File: src/rtl/ps2_rx.sv
// PS/2 device-to-host receiver: synchronised, glitch-filtered clock, 11-bit frame FSM, timeout.
// Define PS2_PARITY_CHECK_EN to reject frames whose odd parity is wrong.
module ps2_rx #(
   parameter int unsigned FILTER_LEN     = 8,
   parameter int unsigned TIMEOUT_CYCLES = 50000
) (
   input  logic       clk,
   input  logic       rst_n,
   input  logic       ps2_clk,
   input  logic       ps2_data,
   output logic [7:0] data,
   output logic       data_valid,
   output logic       frame_err
);

   localparam int unsigned FiltW = $clog2(FILTER_LEN + 1);
   localparam int unsigned TmoW  = $clog2(TIMEOUT_CYCLES + 1);

   typedef enum logic [1:0] {StIdle, StData, StParity, StStop} state_e;

   state_e           state_q, state_d;
   logic             clk_s1_q, clk_s2_q, dat_s1_q, dat_s2_q;
   logic             filt_q, filt_d;
   logic [FiltW-1:0] filt_cnt_q, filt_cnt_d;
   logic [TmoW-1:0]  tmo_q, tmo_d;
   logic [2:0]       bit_cnt_q, bit_cnt_d;
   logic [7:0]       shift_q, shift_d;
   logic [7:0]       data_q, data_d;
   logic             valid_q, valid_d;
   logic             err_q, err_d;
   logic             fall, good, timeout;
`ifdef PS2_PARITY_CHECK_EN
   logic             parity_q, parity_d;
`endif

   // Level only moves after FILTER_LEN consecutive disagreeing samples.
   always_comb begin
      filt_d     = filt_q;
      filt_cnt_d = '0;
      if (clk_s2_q != filt_q) begin
         if (filt_cnt_q == FiltW'(FILTER_LEN - 1)) filt_d = clk_s2_q;
         else filt_cnt_d = filt_cnt_q + 1'b1;
      end
   end

   assign fall = filt_q & ~filt_d;

`ifdef PS2_PARITY_CHECK_EN
   assign good = dat_s2_q & (^{shift_q, parity_q});
`else
   assign good = dat_s2_q;
`endif

   assign timeout = (state_q != StIdle) && (tmo_q == TmoW'(TIMEOUT_CYCLES)) && !fall;

   always_comb begin
      state_d   = state_q;
      bit_cnt_d = bit_cnt_q;
      shift_d   = shift_q;
      data_d    = data_q;
      valid_d   = 1'b0;
      err_d     = 1'b0;
      tmo_d     = tmo_q;
`ifdef PS2_PARITY_CHECK_EN
      parity_d  = parity_q;
`endif
      if (fall || state_q == StIdle) tmo_d = '0;
      else if (tmo_q != TmoW'(TIMEOUT_CYCLES)) tmo_d = tmo_q + 1'b1;

      unique case (state_q)
         StIdle: begin
            if (fall && !dat_s2_q) begin
               state_d   = StData;
               bit_cnt_d = '0;
            end
         end
         StData: begin
            if (fall) begin
               shift_d   = {dat_s2_q, shift_q[7:1]};
               bit_cnt_d = bit_cnt_q + 1'b1;
               if (bit_cnt_q == 3'd7) state_d = StParity;
            end
         end
         StParity: begin
            if (fall) begin
`ifdef PS2_PARITY_CHECK_EN
               parity_d = dat_s2_q;
`endif
               state_d  = StStop;
            end
         end
         StStop: begin
            if (fall) begin
               state_d = StIdle;
               if (good) begin
                  data_d  = shift_q;
                  valid_d = 1'b1;
               end else begin
                  err_d = 1'b1;
               end
            end
         end
         default: state_d = StIdle;
      endcase

      if (timeout) begin
         state_d = StIdle;
         err_d   = 1'b1;
      end
   end

   always_ff @(posedge clk or negedge rst_n) begin
      if (!rst_n) begin
         clk_s1_q   <= 1'b1;
         clk_s2_q   <= 1'b1;
         dat_s1_q   <= 1'b1;
         dat_s2_q   <= 1'b1;
         filt_q     <= 1'b1;
         filt_cnt_q <= '0;
         tmo_q      <= '0;
         state_q    <= StIdle;
         bit_cnt_q  <= '0;
         shift_q    <= '0;
         data_q     <= '0;
         valid_q    <= 1'b0;
         err_q      <= 1'b0;
`ifdef PS2_PARITY_CHECK_EN
         parity_q   <= 1'b0;
`endif
      end else begin
         clk_s1_q   <= ps2_clk;
         clk_s2_q   <= clk_s1_q;
         dat_s1_q   <= ps2_data;
         dat_s2_q   <= dat_s1_q;
         filt_q     <= filt_d;
         filt_cnt_q <= filt_cnt_d;
         tmo_q      <= tmo_d;
         state_q    <= state_d;
         bit_cnt_q  <= bit_cnt_d;
         shift_q    <= shift_d;
         data_q     <= data_d;
         valid_q    <= valid_d;
         err_q      <= err_d;
`ifdef PS2_PARITY_CHECK_EN
         parity_q   <= parity_d;
`endif
      end
   end

   assign data       = data_q;
   assign data_valid = valid_q;
   assign frame_err  = err_q;

endmodule
File: config.mk
export PLATFORM = sky130hd
export DESIGN_NAME = ps2_rx
export DESIGN_NICKNAME = d
export VERILOG_FILES = /design/src/rtl/ps2_rx.sv
export SDC_FILE = /design/constraint.sdc
export NUM_CORES = 1
export LEC_CHECK = 0
export CELL_PAD_IN_SITES_DETAIL_PLACEMENT = 1
export CELL_PAD_IN_SITES_GLOBAL_PLACEMENT = 1
export CORE_ASPECT_RATIO = 1.25
export CORE_MARGIN = 1
export CORE_UTILIZATION = 51
export CTS_BUF_LIST = sky130_fd_sc_hd__clkbuf_8 sky130_fd_sc_hd__clkbuf_16
export CTS_CLUSTER_DIAMETER = 50
export DETAILED_ROUTE_END_ITERATION = 10
export GPL_ROUTABILITY_DRIVEN = 0
export GPL_TIMING_DRIVEN = 0
export PLACE_DENSITY = 0.84
export SLEW_MARGIN = 15
export SYNTH_ARGS = -nofsm -noshare
export SYNTH_HDL_FRONTEND = slang
export SYNTH_SLANG_ARGS = --single-unit
File: constraint.sdc
create_clock -name clk -period 4.65 [get_ports clk]
set_input_delay 0.6975 -clock clk [delete_from_list [all_inputs] [get_ports clk]]
set_output_delay 0.6975 -clock clk [all_outputs]
set_load 0.05 [all_outputs]
### Word level (Yosys, flattened, before mapping)

Index checks and enable logic that the tools add are counted.

| operators by class | value |
|---|---|
| add/subtract/negate cells | 3 |
| mux-type cells | 23 |
| bitwise operators | 2 |
| reductions and logical operators | 14 |
| eq/ne operators | 15 |

Operator list:

| operator | number |
|---|---|
| $mux W16 | 2 |
| $add A16 B1 Y16 const B | 1 |
| $eq A16 B16 Y1 const B | 1 |
| $ne A16 B16 Y1 const B | 1 |
| $mux W2 | 6 |
| $ne A3 B3 Y1 const B | 4 |
| $mux W1 | 9 |
| $mux W4 | 2 |
| $pmux W2 S4 | 1 |
| $mux W3 | 2 |
| $pmux W3 S2 | 1 |
| $reduce_and A3 Y1 | 2 |
| $reduce_bool A2 Y1 | 3 |
| $reduce_and A5 Y1 | 1 |
| $add A4 B1 Y4 const B | 1 |
| $eq A2 B2 Y1 const B | 2 |
| $eq A4 B3 Y1 const B | 1 |
| $add A3 B1 Y3 const B | 1 |
| $eq A3 B3 Y1 const B | 1 |
| $logic_and A1 B1 Y1 | 3 |
| $ne A3 B2 Y1 const B | 1 |
| $eq A2 B1 Y1 const B | 1 |
| $logic_not A1 Y1 | 2 |
| $logic_not A2 Y1 | 1 |
| 7 further kinds | 7 |

| word-level totals | value |
|---|---|
| output and inout bits | 10 |
| bits in registers | 48 |
| word-level logic and storage cells | 70 |

### Longest topological paths before layout

Gate-level depths: netlist of the first run.

| logic depth | value |
|---|---|
| depth after elaboration | 9 |
| mapped depth | 8 |

### Worst setup path before layout of the first run

Ideal clock, no wire load.

| timing path | value |
|---|---|
| path type | reg-to-reg |
| start point | reg state_q[0] |
| end point | reg state_q[1] |
| cell stages (with the launch flop) | 9 |
| data arrival time | 1581 ps |
| path buffers | 1 |
| setup slack | 2947 ps |
| period minus slack after synthesis | 1703 ps |
| required time | 4529 ps |
| path through | dfrtp_1 > inv_1 > ha_1 > buf_2 > and4bb_1 > nand4_2 > or2_1 > nand3_2 > o2bb2ai_1 |

| on the way | value |
|---|---|
| longest elaborated chain between the ends | 5 |

Ends and longest elaborated chain:

| item | RTL line | source |
|---|---|---|
| start: declaration | 21 | `state_e state_q, state_d;` |
| start signal: assignment | 121 | `state_q <= StIdle;` |
| start signal: assignment | 138 | `state_q <= state_d;` |
| $reduce_bool A2 Y1 | 54 | `assign timeout = (state_q != StIdle) && (tmo_q == TmoW'(TIMEOUT_CYCLES)) && !fall;` |
| $logic_and A1 B1 Y1 (2 in series) | 54 |  |
| $ne A3 B3 Y1 (no source line) / $ne A3 B2 Y1 (equally long branches) | n/a |  |
| $reduce_and A5 Y1 (no source line) | n/a |  |

Several ways; a longest one is shown, not always the timed one.
A chain may end at the register's enable or synchronous reset.

### Final worst setup path of the first run

| timing path | value |
|---|---|
| start point | reg valid_q (netlist: data_valid) |
| end point | out data_valid |

RTL lines:

| item | RTL line | source |
|---|---|---|
| start: declaration | 29 | `logic valid_q, valid_d;` |
| start signal: assignment | 142 | `valid_q <= valid_d;` |
| end: declaration | 12 | `output logic data_valid,` |

No word-level cell between the ends.

==> out/qor.json, run 1 <==
{
  "outcome": {"value": "finished clean"},
  "worst-slew-pin-transition": {"value": 0.551, "unit": "ns"},
  "slew_viol_final": {"value": 0},
  "startpoint_type": {"value": "flop"},
  "vdd_ir_max": {"value": 0.000228, "unit": "V"},
  "wl_per_cell": {"value": 17.5, "unit": "µm"},
  "cp.buffers_inverters": {"value": 1},
  "drt_first_pass_iters": {"value": 3},
  "final_skew": {"value": 0.00617, "unit": "ns"},
  "yosysTopAreaCellShare": {"value": 47.3, "unit": "%"},
  "placed_cell_count": {"value": 262},
  "grt_start_max_net_pins": {"value": 37},
  "cts-buffers-inserted": {"value": 5},
  "fmaxAchievable": {"value": 453, "unit": "MHz"},
  "power_frac_clock": {"value": 27.5, "unit": "%"},
  "comb_power_share": {"value": 24.9, "unit": "%"},
  "p_leak": {"value": 0.00128, "unit": "µW"},
  "num-nets-final": {"value": 227},
  "dp_hpwl": {"value": 3540, "unit": "µm"},
  "cts_tree": {"value": "built"},
  "slew-limit-headroom": {"value": 63.1, "unit": "%"},
  "finalCriticalPeriod": {"value": 2.21, "unit": "ns"},
  "crit_path_cell_trace": {"value": "clkdlybuf4s50_1"},
  "post-synth-top-area-cell": {"value": "sky130_fd_sc_hd__dfrtp_1"},
  "die_area": {"value": 4730, "unit": "µm²"},
  "ant_nets": {"value": 0},
  "grt_pass1_wl": {"value": 8280, "unit": "µm"},
  "maxCapViolations": {"value": 0},
  "holdCritPathClass": {"value": "input pin to asynchronous set/reset pin"},
  "area_growth": {"value": 14.2, "unit": "%"},
  "post_route_cells_drive_above_1_share": {"value": 22.4, "unit": "%"},
  "floorplan.core_area": {"value": 4200, "unit": "µm²"},
  "clkLatencyLatePin": {"value": 0.30, "unit": "ns"},
  "timing.critical_path.slowest_cell_delay": {"value": 0.85, "unit": "ns"},
  "intPower": {"value": 717, "unit": "µW"},
  "proportion_of_register_bits_with_asynchronous_set_or_reset_after_synthesis": {"value": 100, "unit": "%"},
  "layout_common_cells": {"value": "sky130_fd_sc_hd__dfrtp_1 (43), sky130_fd_sc_hd__nor2_1 (24), sky130_fd_sc_hd__mux2_2 (18), sky130_fd_sc_hd__clkdlybuf4s50_1 (12), sky130_fd_sc_hd__ha_1 (10)"},
  "hold_viol_final": {"value": 0},
  "worstSetupPathType": {"value": "flop to output port"},
  "overflow": {"value": 0},
  "clock_tree.buffer_depth": {"value": 2},
  "yosys_register_bits": {"value": 48},
  "setup.worst_path.end_class": {"value": "output port"},
  "swShare": {"value": 32.9, "unit": "%"},
  "cts-htree-levels": {"value": 2},
  "post-route-util": {"value": 61.9, "unit": "%"},
  "setup_failing_eps_final": {"value": 0},
  "io_buffers": {"value": 13},
  "timing.critical_path.arrival": {"value": 1.51, "unit": "ns"},
  "track_usage": {"value": 24.3, "unit": "%"},
  "grt_setup_unrepaired": {"value": "no"},
  "critical_path.slowest_cell": {"value": "sky130_fd_sc_hd__clkdlybuf4s50_1"},
  "synth_edf_count": {"value": 0},
  "num_rows": {"value": 26},
  "layoutNonFillerInstCount": {"value": 270},
  "totalNegativeSetupSlack": {"value": 0, "unit": "ns"},
  "chipHeight": {"value": 76.7, "unit": "µm"},
  "clock_tree.root_cell": {"value": "sky130_fd_sc_hd__clkbuf_8"},
  "layout_setup_ws": {"value": 2.44, "unit": "ns"},
  "dp_worst_setup_slack": {"value": 2.71, "unit": "ns"},
  "wl": {"value": 4730, "unit": "µm"},
  "crit_fanout": {"value": 1},
  "reg2reg_slack": {"value": 2.68, "unit": "ns"},
  "top_level_ports": {"value": 14},
  "mostFrequentLayoutCell": {"value": "sky130_fd_sc_hd__dfrtp_1"},
  "yosys_warnings": {"value": 0},
  "cts_hold_repair.buffers": {"value": 0},
  "clock-sinks": {"value": 48},
  "postSynthCellCount": {"value": 192},
  "switchingPower": {"value": 351, "unit": "µW"},
  "yosys_most_used_dff": {"value": "sky130_fd_sc_hd__dfrtp_1"},
  "required": {"value": 3.95, "unit": "ns"},
  "initial_utilization": {"value": 54.2, "unit": "%"},
  "viasPerCell": {"value": 5.63},
  "postCtsResizedCells": {"value": 0},
  "p_seq_share": {"value": 47.6, "unit": "%"},
  "drc": {"value": 0},
  "synthDistinctLibCells": {"value": 43},
  "routed-via-count": {"value": 1519},
  "first_global_vias": {"value": 1728},
  "synth_nets": {"value": 206},
  "whs": {"value": 0.288, "unit": "ns"},
  "worst_path_dominant_cell_family": {"value": "buffers and inverters"},
  "first_iter_violations": {"value": 31},
  "synth.top_cells.by_area": {"value": "sky130_fd_sc_hd__dfrtp_1 (47%), sky130_fd_sc_hd__mux2_2 (8.9%), sky130_fd_sc_hd__dfstp_2 (5.8%)"},
  "seq_area_frac_synth": {"value": 53.1, "unit": "%"},
  "post_cts.repair.setup_buffers": {"value": 0},
  "grt_antenna_before_repair": {"value": 0},
  "avgSynthCellArea": {"value": 11.8, "unit": "µm²"},
  "num_antenna_cells": {"value": 0},
  "post_synth_instance_area": {"value": 2270, "unit": "µm²"},
  "cts.clk_slew.worst_paths": {"value": 0.09, "unit": "ns"},
  "chip_width": {"value": 61.7, "unit": "µm"},
  "power.density": {"value": 411, "unit": "nW/µm²"},
  "final.period_utilization": {"value": 47.5, "unit": "%"}
}
worst register-to-register path, cell delays in order (launching register included):
cell and delay [ns]:
sky130_fd_sc_hd__dfrtp_1 0.43, sky130_fd_sc_hd__inv_1 0.12, sky130_fd_sc_hd__ha_1 0.16, sky130_fd_sc_hd__clkbuf_1 0.38
sky130_fd_sc_hd__nor3_1 0.13, sky130_fd_sc_hd__a211o_1 0.33, sky130_fd_sc_hd__o21ai_1 0.22, sky130_fd_sc_hd__o2bb2ai_1 0.14
power by group through the flow:
stage | Clock (µW) | Sequential (µW) | Combinational [µW]
finish | 293 | 508 | 266
global route | 314 | 516 | 301
CTS | 299 | 508 | 271
detailed placement | 0 | 516 | 268
global placement | 0 | 509 | 235
floorplan | 0 | 502 | 190
final timing paths:
kind / start / cells after the start / endpoint
worst max-delay path: data_valid / 1 / data_valid
worst min-delay path: rst_n / 1 / state_q[0]
worst max register to register: state_q[1] / 7 / state_q[0]
worst min register to register: dat_s1_q / 0 / dat_s2_q
max in group asynchronous: rst_n / 2 / clk_s2_q
min in group clk: dat_s1_q / 0 / dat_s2_q
final cells by class:
type,count,area [µm²]
flip-flops and latches,48,1210
repair buffers,14,145
clock inverters,3,38.8
fillers,437,1600
plain buffers,4,21.3
well taps,56,70.1
clock buffers,5,68.8
multi-input cells,133,1020
inverters,7,26.3
sequential cells by signal, summed over array words and instances (netlist names), 2 cells and up:
signal	flops
shift_q	8
bit_cnt_q	3
data	8
filt_cnt_q	4
state_q	2
tmo_q	16
layer usage:
layer  track usage (%)  vias up  routed length (µm)
met5                 0        -                   0
met4              11.8        0                 175
met3              6.41       16                 138
met2              42.2       26                2660
met1              25.9      773                1750
li1                  -      704                   -
cell usage after synthesis, types with 2 or more instances:
cell,instances
sky130_fd_sc_hd__nand4_1,3
sky130_fd_sc_hd__nand3_1,6
sky130_fd_sc_hd__nand3_2,2
sky130_fd_sc_hd__nand2_1,6
sky130_fd_sc_hd__nor3_1,4
sky130_fd_sc_hd__nand4_2,2
sky130_fd_sc_hd__dfstp_2,5
sky130_fd_sc_hd__o21ai_1,3
sky130_fd_sc_hd__nor2b_1,2
sky130_fd_sc_hd__nor2_1,24
sky130_fd_sc_hd__o21ai_0,3
sky130_fd_sc_hd__nor4b_2,2
sky130_fd_sc_hd__xnor2_1,7
sky130_fd_sc_hd__nand2b_1,3
sky130_fd_sc_hd__ha_1,10
sky130_fd_sc_hd__xor2_1,9
sky130_fd_sc_hd__buf_2,2
sky130_fd_sc_hd__o2bb2ai_1,2
sky130_fd_sc_hd__a31oi_1,2
sky130_fd_sc_hd__dfrtp_1,43
sky130_fd_sc_hd__mux2_2,18
sky130_fd_sc_hd__inv_1,7
sky130_fd_sc_hd__a21oi_1,3
sky130_fd_sc_hd__and3_1,5
kinds of logic (layout without fill, tap and decap cells):
group           count (synthesis)  count (layout)  share of synthesized area [%]
compound gates                 17              17                           4.79
mux                            18              18                           8.91
fa+ha+maj                      10              10                           5.50
xor+xnor                       16              16                           6.16
buf+inv                        11              33                           2.09
flops                          48              48                           53.1
simple gates                   72              72                           19.5
stage by stage:
stage	total power, µW	cell area (µm²)
2_1_floorplan	692	2270
3_3_place_gp	744	2470
3_5_place_dp	784	2490
4_1_cts	1080	2600
5_1_grt	1130	2600
6_report	1070	2600
No activity file was read; power rests on OpenSTA's default activity.
==> run 2, diff against run 1 <==
--- a/config.mk
+++ b/config.mk
@@ -9,13 +9,13 @@
 export CELL_PAD_IN_SITES_GLOBAL_PLACEMENT = 1
 export CORE_ASPECT_RATIO = 1.25
 export CORE_MARGIN = 1
-export CORE_UTILIZATION = 51
+export CORE_UTILIZATION = 47
 export CTS_BUF_LIST = sky130_fd_sc_hd__clkbuf_8 sky130_fd_sc_hd__clkbuf_16
 export CTS_CLUSTER_DIAMETER = 50
 export DETAILED_ROUTE_END_ITERATION = 10
 export GPL_ROUTABILITY_DRIVEN = 0
 export GPL_TIMING_DRIVEN = 0
-export PLACE_DENSITY = 0.84
+export PLACE_DENSITY = 0.79
 export SLEW_MARGIN = 15
 export SYNTH_ARGS = -nofsm -noshare
 export SYNTH_HDL_FRONTEND = slang
==> constraint.sdc (replaced) <==
create_clock -name clk -period 2.1 [get_ports clk]
set_input_delay 0.315 -clock clk [delete_from_list [all_inputs] [get_ports clk]]
set_output_delay 0.315 -clock clk [all_outputs]
set_load 0.05 [all_outputs]
==> out/qor.json, run 2 (synthesis results as in run 1) <==
{
  "layout_setup_ws": {"value": 0.111, "unit": "ns", "change": "was 2.44 ns"},
  "ant_nets": {"value": 0, "change": "unchanged"},
  "design_power_total": {"value": 2420, "unit": "µW", "change": "was 1070 µW"},
  "grt_setup_unrepaired": {"value": "yes", "change": "was no"},
  "routed-via-count": {"value": 1499, "change": "was 1,519"},
  "wl_per_cell": {"value": 17.5, "unit": "µm", "change": "about the same"},
  "layout_common_cells": {"value": "sky130_fd_sc_hd__dfrtp_1 (43), sky130_fd_sc_hd__nor2_1 (24), sky130_fd_sc_hd__mux2_2 (18), sky130_fd_sc_hd__clkdlybuf4s50_1 (12), sky130_fd_sc_hd__ha_1 (10)", "change": "unchanged"},
  "switchingPower": {"value": 765, "unit": "µW", "change": "was 351 µW"},
  "whs": {"value": 0.00352, "unit": "ns", "change": "was 0.288 ns"},
  "worstSetupPathType": {"value": "flop to flop", "change": "was flop to output port"},
  "top_level_ports": {"value": 14, "change": "unchanged"},
  "cts.clk_slew.worst_paths": {"value": 0.09, "unit": "ns", "change": "about the same"},
  "clock_tree.root_cell": {"value": "sky130_fd_sc_hd__clkbuf_8", "change": "unchanged"},
  "reg2reg_to": {"value": "state_q[1]", "change": "was state_q[0]"},
  "intPower": {"value": 1660, "unit": "µW", "change": "was 717 µW"},
  "vdd_ir_max": {"value": 0.000475, "unit": "V", "change": "was 0.000228 V"},
  "chip_width": {"value": 64.2, "unit": "µm", "change": "was 61.7 µm"},
  "max_flop_register": {"value": "tmo_q", "change": "unchanged"},
  "power.density": {"value": 923, "unit": "nW/µm²", "change": "was 411 nW/µm²"},
  "rr_startpoint": {"value": "state_q[0]", "change": "was state_q[1]"},
  "clock-sinks": {"value": 48, "change": "unchanged"},
  "mostFrequentLayoutCell": {"value": "sky130_fd_sc_hd__dfrtp_1", "change": "unchanged"},
  "num_antenna_cells": {"value": 0, "change": "unchanged"},
  "final_skew": {"value": 0.00957, "unit": "ns", "change": "was 0.00617 ns"},
  "cts-htree-levels": {"value": 2, "change": "unchanged"},
  "dp_hpwl": {"value": 3510, "unit": "µm", "change": "was 3540 µm"},
  "post-route-util": {"value": 58.0, "unit": "%", "change": "was 61.9%"},
  "p_seq_share": {"value": 46.4, "unit": "%", "change": "was 47.6%"},
  "post_cts.repair.setup_buffers": {"value": 0, "change": "unchanged"},
  "holdCritPathClass": {"value": "input pin to asynchronous set/reset pin", "change": "unchanged"},
  "floorplan.core_area": {"value": 4530, "unit": "µm²", "change": "was 4200 µm²"},
  "num-nets-final": {"value": 227, "change": "unchanged"},
  "slew-limit-headroom": {"value": 61.6, "unit": "%", "change": "was 63.1%"},
  "num_rows": {"value": 27, "change": "was 26"},
  "post_route_cells_drive_above_1_share": {"value": 22.9, "unit": "%", "change": "was 22.4%"},
  "totalNegativeSetupSlack": {"value": 0, "unit": "ns", "change": "unchanged"},
  "wl": {"value": 4770, "unit": "µm", "change": "was 4730 µm"},
  "slew_viol_final": {"value": 0, "change": "unchanged"},
  "viasPerCell": {"value": 5.51, "change": "was 5.63"},
  "first_global_vias": {"value": 1718, "change": "was 1,728"},
  "startpoint_type": {"value": "flop", "change": "unchanged"},
  "chipHeight": {"value": 79.8, "unit": "µm", "change": "was 76.7 µm"},
  "worst-slew-pin-transition": {"value": 0.576, "unit": "ns", "change": "was 0.551 ns"},
  "finalCriticalPeriod": {"value": 1.99, "unit": "ns"},
  "cts-buffers-inserted": {"value": 5, "change": "unchanged"},
  "first_iter_violations": {"value": 75, "change": "was 31"},
  "initial_utilization": {"value": 50.2, "unit": "%", "change": "was 54.2%"},
  "cts_hold_repair.buffers": {"value": 0, "change": "unchanged"},
  "cts_tree": {"value": "built", "change": "unchanged"},
  "clkLatencyLatePin": {"value": 0.30, "unit": "ns", "change": "about the same"},
  "die_area": {"value": 5120, "unit": "µm²", "change": "was 4730 µm²"},
  "grt_start_max_net_pins": {"value": 26, "change": "was 37"},
  "io_buffers": {"value": 13, "change": "unchanged"},
  "power_frac_clock": {"value": 29.5, "unit": "%", "change": "was 27.5%"},
  "overflow": {"value": 0, "change": "unchanged"},
  "register_to_register_path_depth": {"value": 8, "change": "was 7"},
  "p_leak": {"value": 0.00128, "unit": "µW", "change": "about the same"},
  "dp_worst_setup_slack": {"value": 0.125, "unit": "ns", "change": "was 2.71 ns"},
  "setup_failing_eps_final": {"value": 0, "change": "unchanged"},
  "maxCapViolations": {"value": 0, "change": "unchanged"},
  "swShare": {"value": 31.6, "unit": "%", "change": "was 32.9%"},
  "timing.critical_path.arrival": {"value": 2.17, "unit": "ns", "change": "was 1.51 ns"},
  "clock_tree.buffer_depth": {"value": 2, "change": "unchanged"},
  "area_growth": {"value": 15.5, "unit": "%", "change": "was 14.2%"},
  "worstSetupStartpoint": {"value": "state_q[0]", "change": "was data_valid"},
  "outcome": {"value": "finished clean", "change": "unchanged"},
  "setup.worst_path.end_class": {"value": "flop", "change": "was output port"},
  "reg2reg_slack": {"value": 0.11, "unit": "ns", "change": "was 2.68 ns"},
  "drt_first_pass_iters": {"value": 4, "change": "was 3"},
  "track_usage": {"value": 21.4, "unit": "%", "change": "was 24.3%"},
  "comb_power_share": {"value": 24.1, "unit": "%", "change": "was 24.9%"},
  "crit_fanout": {"value": 9, "change": "was 1"},
  "required": {"value": 2.29, "unit": "ns", "change": "was 3.95 ns"},
  "fmaxAchievable": {"value": 503, "unit": "MHz"},
  "grt_antenna_before_repair": {"value": 0, "change": "unchanged"},
  "hold_viol_final": {"value": 0, "change": "unchanged"},
  "grt_pass1_wl": {"value": 8180, "unit": "µm", "change": "was 8280 µm"},
  "fillerInstances": {"value": 472, "change": "was 437"},
  "drc": {"value": 0, "change": "unchanged"},
  "final.period_utilization": {"value": 94.7, "unit": "%"},
  "largest_register_ffs": {"value": 16, "change": "unchanged"}
}
run 2: per-stage QoR:
| step | std cells | area, µm² |
|---|---|---|
| floorplan | 192 | 2270 |
| global placement | 263 | 2480 |
| detailed placement | 264 | 2500 |
| CTS | 272 | 2630 |
| global route | 272 | 2630 |
| finish | 272 | 2630 |
run 2: critical path, cell delays in order, from the launching register on:
cell and delay (ns):
sky130_fd_sc_hd__dfrtp_1 0.43, sky130_fd_sc_hd__inv_1 0.11, sky130_fd_sc_hd__ha_1 0.22, sky130_fd_sc_hd__buf_2 0.17
sky130_fd_sc_hd__and4bb_1 0.29, sky130_fd_sc_hd__nand4_2 0.19, sky130_fd_sc_hd__or2_1 0.30, sky130_fd_sc_hd__nand3_2 0.09
sky130_fd_sc_hd__o2bb2ai_1 0.08
run 2: final cells by class:
| type | instances | area (µm²) | share of cell area, % |
|---|---|---|---|
| inverter | 7 | 26.3 | 1.00 |
| buffer | 4 | 21.3 | 0.810 |
| tap | 58 | 72.6 | 2.76 |
| clock buffer | 7 | 96.3 | 3.67 |
| timing repair buffer | 14 | 153 | 5.81 |
| sequential | 48 | 1210 | 46.0 |
| clock inverter | 1 | 30.0 | 1.14 |
| multi-input combinational | 133 | 1020 | 38.8 |
run 2: power groups by stage:
stage                     Combinational, µW  Sequential [µW]  Clock (µW)
after floorplan                         420             1110           0
after global placement                  528             1130           0
after detailed placement                574             1140           0
after CTS                               598             1130         735
after global routing                    648             1140         770
final                                   585             1120         714
run 2: what timing repair did:
| item | 4_1_cts | 5_1_grt |
|---|---|---|
| hold endpoints to repair | 0 | 0 |
| resized for setup | 0 | 0 |
| setup endpoints to repair | 0 | 1 |
run 2: worst max-delay path by stage:
stage	slack [ns]	endpoint	cells after the start
3_5_place_dp	0.13	tmo_q[2]	8
2_1_floorplan	0.40	state_q[1]	8
5_1_grt	-0.004	tmo_q[2]	8
6_report	0.11	state_q[1]	8
3_3_place_gp	-0.49	shift_q[7]	1
4_1_cts	0.09	tmo_q[2]	8
run 2: per-layer routing:
metal  share of wire, %  routed length, µm  GRT usage, %  up-vias
met3                1.8                 88          4.57        6
met5                  0                  0             0        -
met2                 58               2770          41.8       15
li1                   -                  -             -      705
met4                1.7                 83          9.33        0
met1                 38               1830          21.4      773
